**config.mk**
```make
export PLATFORM = sky130hd
export DESIGN_NAME = rr_mux_8x1
export DESIGN_NICKNAME = d
export VERILOG_FILES = /design/src/rtl/rr_mux_8x1.sv
export SDC_FILE = /design/constraint.sdc
export NUM_CORES = 1
export LEC_CHECK = 0
export CELL_PAD_IN_SITES_DETAIL_PLACEMENT = 0
export CELL_PAD_IN_SITES_GLOBAL_PLACEMENT = 1
export CORE_AREA = 2 2 88 90
export CTS_BUF_LIST = sky130_fd_sc_hd__clkbuf_4
export DETAILED_ROUTE_END_ITERATION = 6
export DIE_AREA = 0 0 90 92
export GPL_TIMING_DRIVEN = 1
export MAX_ROUTING_LAYER = met4
export PLACE_DENSITY_LB_ADDON = 0.1
export SETUP_SLACK_MARGIN = 0.5
export SKIP_CTS_REPAIR_TIMING = 1
export SYNTH_ARGS = -nofsm -noshare
export SYNTH_HDL_FRONTEND = slang
export SYNTH_SLANG_ARGS = --single-unit
```
**constraint.sdc**
```tcl
create_clock -name clk -period 11.5 [get_ports clk]
set_clock_uncertainty 0.1 [all_clocks]
set_input_delay 2.3 -clock clk [delete_from_list [all_inputs] [get_ports clk]]
set_output_delay 2.3 -clock clk [all_outputs]
set_load 0.1 [all_outputs]
```
**src/rtl/rr_mux_8x1.sv**
```systemverilog
// rr_mux_8x1: 8-to-1 round-robin collecting multiplexer.
// Merges eight valid/ready channels onto a single registered output stream.
// The output stage holds one word together with the index of the channel
// that supplied it. Priority rotates to the channel after each granted one,
// so with all channels requesting, each channel is served once every 8 words.
module rr_mux_8x1 #(
    parameter int DATA_W = 8
) (
    input  logic                clk,
    input  logic                rst,
    input  logic [7:0]          in_valid,
    input  logic [8*DATA_W-1:0] in_data,
    output logic [7:0]          in_ready,
    output logic                out_valid,
    output logic [DATA_W-1:0]   out_data,
    output logic [2:0]          out_sel,
    input  logic                out_ready
);

    // Output stage occupancy: EMPTY has no word, FULL holds one word.
    typedef enum logic {
        ST_EMPTY = 1'b0,
        ST_FULL  = 1'b1
    } state_e;

    state_e            state_q, state_d;
    logic [2:0]        ptr_q,   ptr_d;
    logic [DATA_W-1:0] data_q,  data_d;
    logic [2:0]        sel_q,   sel_d;

    logic              load_en;
    logic              grant_vld;
    logic [2:0]        grant_idx;
    logic [DATA_W-1:0] grant_data;
    logic              xfer;

    // Round-robin search: scan ptr, ptr+1, ... (3-bit wrap) for the first requester.
    always_comb begin
        logic [2:0] cand;
        // NOTE: every variable written here gets a default before any branch,
        // otherwise a path that skips an assignment would infer a latch.
        grant_vld = 1'b0;
        grant_idx = ptr_q;
        cand      = ptr_q;
        for (int k = 0; k < 8; k++) begin
            cand = ptr_q + 3'(k);
            if (!grant_vld && in_valid[cand]) begin
                grant_vld = 1'b1;
                grant_idx = cand;
            end
        end
    end

    // Word presented by the granted channel.
    assign grant_data = in_data[32'(grant_idx) * DATA_W +: DATA_W];

    // Handshake: accept into the output stage only when it is empty or draining.
    always_comb begin
        load_en  = (state_q == ST_EMPTY) || out_ready;
        // A reset cycle never accepts a word, so upstream must not see ready.
        xfer     = !rst && load_en && grant_vld;
        in_ready = 8'b0;
        if (xfer) begin
            in_ready[grant_idx] = 1'b1;
        end
    end

    // Next-state and next-output computation for the output stage.
    always_comb begin
        state_d = state_q;
        ptr_d   = ptr_q;
        data_d  = data_q;
        sel_d   = sel_q;
        if (xfer) begin
            // Load the granted word; priority moves to the following channel.
            state_d = ST_FULL;
            data_d  = grant_data;
            sel_d   = grant_idx;
            ptr_d   = grant_idx + 3'd1;
        end else if (state_q == ST_FULL && out_ready) begin
            // Downstream took the word and nothing replaces it; data/sel keep
            // their last value so the bus does not toggle needlessly.
            state_d = ST_EMPTY;
        end
    end

    // State register with synchronous reset; reset discards any held word.
    always_ff @(posedge clk) begin
        // NOTE: non-blocking assignments so every flop samples pre-edge values.
        if (rst) begin
            state_q <= ST_EMPTY;
            ptr_q   <= 3'd0;
            data_q  <= '0;
            sel_q   <= 3'd0;
        end else begin
            state_q <= state_d;
            ptr_q   <= ptr_d;
            data_q  <= data_d;
            sel_q   <= sel_d;
        end
    end

    assign out_valid = (state_q == ST_FULL);
    assign out_data  = data_q;
    assign out_sel   = sel_q;

endmodule

```
### Word level (Yosys, flattened, before mapping)

Cells that the tools add are included.

| word-level totals | value |
|---|---|
| bits in registers | 15 |
| bits of input ports | 75 |

| operators by class | value |
|---|---|
| bitwise gates (word level) | 1 |
| muxes and demuxes | 36 |
| add/sub/neg operators | 8 |
| reductions and logical operators | 21 |
| shift-type cells | 1 |
| magnitude comparators | 10 |

Operators with widths:

| cell | count |
|---|---|
| variable part select 64 x 7 -> 8 bit | 1 |
| less-than comparator 3 x 4 -> 1 bit (second input constant) | 9 |
| binary-select mux 1 bit (select 3 bit) | 8 |
| 2-to-1 mux 3 bit | 7 |
| 2-to-1 mux 1 bit | 19 |
| adder 3 bit (second input constant) | 4 |
| logical AND 1 bit | 11 |
| logical NOT 1 bit | 8 |
| 2-to-1 mux 8 bit | 1 |
| adder 3 x 1 -> 3 bit (second input constant) | 2 |
| adder 3 x 2 -> 3 bit (second input constant) | 2 |
| demux 1 bit (select 3 bit) | 1 |
| >= comparator 3 x 1 -> 1 bit (second input constant) | 1 |
| nonzero test 2 bit | 1 |
| logical OR 1 bit | 1 |
| NOT 1 bit | 1 |

### Logic depth before layout (Yosys ltp)

| logic depth | value |
|---|---|
| depth in word-level cells | 29 |
| depth in mapped cells | 19 |

### Worst setup path before layout

Ideal clock, no wire load.

| path | value |
|---|---|
| path kind | in2out |
| start point | input in_valid[3] |
| end point | output in_ready[2] |
| slack | 2.527 ns |
| data required time | 9.100 ns |
| data arrival time | 6.573 ns |
| stages | 8 |
| buffers on the path | 1 |
| path through | mux4_2 or4_4 a21bo_2 a311oi_2 a32oi_2 buf_4 or2_2 nor3_1 |

| on the way | value |
|---|---|
| word-level cells in the longest chain between the ends | 29 |
| elaborated cells on any way between the ends | 52 |

Ends and longest elaborated chain:

| what | line | RTL |
|---|---|---|
| start: declaration | 11 | `input logic [7:0] in_valid,` |
| binary-select mux 1 bit (select 3 bit) | 47 | `if (!grant_vld && in_valid[cand]) begin` |
| 2-to-1 mux 1 bit (not written as such) | 47 |  |
| 2-to-1 mux 1 bit | 47 |  |
| logical NOT 1 bit | 47 |  |
| logical AND 1 bit | 47 |  |
| 2-to-1 mux 1 bit | 47 |  |
| logical NOT 1 bit | 47 |  |
| logical AND 1 bit | 47 |  |
| (+13 left out) | - |  |
| logical NOT 1 bit | 47 |  |
| logical AND 1 bit | 47 |  |
| 2-to-1 mux 3 bit | 47 |  |
| less-than comparator 3 x 4 -> 1 bit (not written as such) or >= comparator 3 x 1 -> 1 bit (tied branches) | 64 | `in_ready[grant_idx] = 1'b1;` |
| logical AND 1 bit (not written as such) | 64 |  |
| 2-to-1 mux 1 bit (not written as such) | 64 |  |
| demux 1 bit (select 3 bit) | 64 |  |
| 2-to-1 mux 8 bit (*) | 63 | `if (xfer) begin` |
| end: declaration | 13 | `output logic [7:0] in_ready,` |

Mark *: on every way between the ends. The rest lies on a longest branch, timed or not. The select of a mux whose other input is x is not followed.

### Worst setup path after layout

| path | value |
|---|---|
| start point | register ptr_q[0] |
| end point | output in_ready[3] |

| on the way | value |
|---|---|
| word-level cells in the longest chain between the ends | 29 |
| elaborated cells on any way between the ends | 59 |

Ends and longest elaborated chain:

| what | line | RTL |
|---|---|---|
| start: declaration | 27 | `logic [2:0] ptr_q, ptr_d;` |
| start signal: assignment | 97 | `ptr_q <= ptr_d;` |
| parallel branches: the longest is 28 deep, another holds adder 3 x 1 -> 3 bit | - |  |
| 2-to-1 mux 8 bit (*) | 63 |  |

Every way passes the cells marked *. The select of a mux whose other input is x is not followed.

==> out/summary.txt <==
Number of synthesized flops with an enable pin - 0
Critical Path Source Type - flip-flop
Max Cap Viol - 0
Vias in the first global route - 2759
Die area - 0.00828 mm^2
Syn_nets - 402
Seq/Total Area, Yosys - 0.119
Insertion delay to the later sink of the worst-skew pair - 290 ps
CTS buffer count - 3
RSZ-0062 raised after global routing - false
DR WL/cell - 15.6 um
Pin count of the biggest net entering global routing - 39
Worst Path Arrival - 6580 ps
Worst Tran Pin Value - 1000 ps
Xor and xnor fraction of the mapped netlist area - 0.0208
Worst Path Max Fanout - 38
#FFs+latches synth - 15
Final HPWL DP - 6070 um
Synth Instances - 325
Die X - 90 um
Total global routing overflow - 0
Post-synthesis average cell area - 7.77 um^2
Placer Congestion - 0.853
Simple-Gate Fraction of Synth Area - 0.255
CP endpoint - in_ready[3]
Slew Limit Headroom - 0.331
Initial antenna violation count - 0
DR iter-0 viols - 79
Clk pin slew, worst setup/hold paths - 90 ps
Fin crit share - 0.781
Worst r2r dst - out_data[0]
Library cells used by synthesis - 55
Fmax - 111 MHz
Reg2reg start - ptr_q[0]
# setup viols final - 0
Main combinational cell family by area after synthesis - compound AO/OA/AOI/OAI gates
Post-synthesis adder-cell area fraction - 0.00992
Status - complete, no violations
CTS tree - yes
Most frequent cells in the layout - clkdlybuf4s50_1, nand2_1, mux2i_1
Core ar. - 0.00745 mm^2
Gr usage total - 0.190
Dpl cell area - 0.00349 mm^2
Critical path origin - ptr_q[0]
Final core occ - 0.473
Via density - 5.71
N_diodes - 0
Setup TNS - 0 ps
Initial Util - 0.339
Crit Path Category - reg2out
Most used DFF post-synth - dfxtp_1
Ports - 95
Cell area after layout - 0.00352 mm^2
First-pass GRT wire length - 12900 um
Multiplexer area fraction after synthesis - 0.258
Commonest non-fill, non-tap cell in the layout - clkdlybuf4s50_1
Reg-to-reg slack, setup - 5660 ps
Routed vias - 2864
Reg2Reg Depth - 13
Final ANT Viol Nets - 0
Setup WS pre-CTS - 2490 ps
Worst endpoint required time - 9100 ps
Fraction of layout cells with a size suffix above 1 - 0.0975
Row count - 32
Pre-Repair DR Iteration Count - 4
Min cycle time layout - 8980 ps
CP Capture Type - output pin
CTS H-Tree Depth - 1
Clock Sink Count - 15
Synth Cell Area - 0.00252 mm^2
Drt drc - 0
Bufs on Longest Clock Path - 2
Worst setup margin - 2520 ps
Port Buf Inserts - 94
Compound-cell area share of the yosys netlist - 0.266
Die Y - 92 um
Final hold vios - 0
Area growth from synthesis to layout - 39.5%
Routed wire length - 7860 um
Pins Over Slew Limit - 0
Async S/R FF share, synth - 0
Final #Nets - 478
Syn. warnings - 0
Hold Crit Class - reg2reg
Clk root buf - clkbuf_4
synthesized netlist by cell type (2+ instances only):
cell type	count	area (um^2)
o311ai_0	8	70.1
nand4_1	16	100
nand2_1	47	176
nand3_1	9	45.0
nand2b_1	4	25.0
a31oi_1	9	56.3
or3_1	9	56.3
buf_2	9	45.0
o31ai_1	3	22.5
mux2_2	9	101
a221o_1	8	80.1
o2bb2ai_1	2	17.5
dfxtp_1	15	300
a211oi_1	10	75.1
mux2i_1	38	380
o21ai_0	2	10.0
nand3b_1	2	15.0
a211o_1	9	78.8
nor3b_1	2	15.0
inv_1	3	11.3
o22ai_1	5	31.3
xor2_1	2	17.5
ha_1	2	25.0
or4_4	2	22.5
or2_2	2	12.5
nor2_1	12	45.0
buf_6	3	33.8
mux4_2	4	90.1
buf_4	3	22.5
nor2b_1	3	18.8
a21o_1	2	15.0
buf_1	2	7.51
clkbuf_1	11	41.3
o21ai_1	2	10.0
and2_1	2	12.5
nor3_1	12	60.1
xnor2_1	4	35.0
a21oi_1	19	95.1
mux4_1	3	78.8
how the worst min path moves through the flow:
stage | start | to | slack (ps) | depth (start not counted)
4_1_cts | out_sel[2] | out_sel[2] | 360 | 2
6_report | out_sel[2] | out_sel[2] | 360 | 2
3_3_place_gp | out_sel[2] | out_sel[2] | 330 | 2
2_1_floorplan | ptr_q[2] | ptr_q[2] | 570 | 3
5_1_grt | out_sel[2] | out_sel[2] | 390 | 2
3_5_place_dp | out_sel[2] | out_sel[2] | 340 | 2
worst max-delay path, cell delays in order, from the launching register on:
cell and delay (ps):
dfxtp_1 320, buf_4 390, clkinv_1 770, ha_1 960, mux2_2 420, o22ai_1 230
o21ai_1 210, a21oi_2 170, buf_4 310, nand2_1 120, nor3_1 270, a21oi_1 160
nor2_1 570, and2_1 220, clkdlybuf4s50_1 1130
registers in the layout, indices dropped and copies added (netlist names):
name and count:
out_valid 1, out_data 8, out_sel 3, ptr_q 3
cells by family (layout without fill, tap and decap cells):
group                      after synthesis  count (layout)
and+or+nand+nor                        126             126
AOI/OAI and AO/OA                       89              89
DFF                                     15              15
xor gates and xnor gates                 6               6
adders and majority gates                2               2
buffers and inverters                   33             108
muxes                                   54              54
layer usage:
metal  vias up  GRT usage  wire length [um]  share of wire
met5         -          -                 0              0
met4         0     0.0551               197          0.025
met3        18     0.0238               299          0.038
met2        81      0.319              3970           0.51
met1      1328      0.242              3390           0.43
li1       1437          -                 -              -
stage by stage:
| step | instances | hold slack (ps) |
|---|---|---|
| after global routing | 502 | 387 |
| after CTS | 502 | 358 |
| after detailed placement | 498 | 342 |
| after global placement | 498 | 330 |
| after floorplan | 325 | 567 |
| final | 502 | 358 |
area by class of cell:
| cell class | instances | area, um^2 |
|---|---|---|
| Tap cell | 102 | 128 |
| Inverter | 4 | 15.0 |
| Sequential cell | 15 | 300 |
| Timing Repair Buffer | 100 | 986 |
| Multi-Input combinational cell | 277 | 2060 |
| Fill cell | 769 | 3930 |
| Clock buffer | 4 | 30.0 |
Power is left out: the tool's default activity adds up to more than one toggle a clock period on the data nets, which glitch-free logic cannot reach.
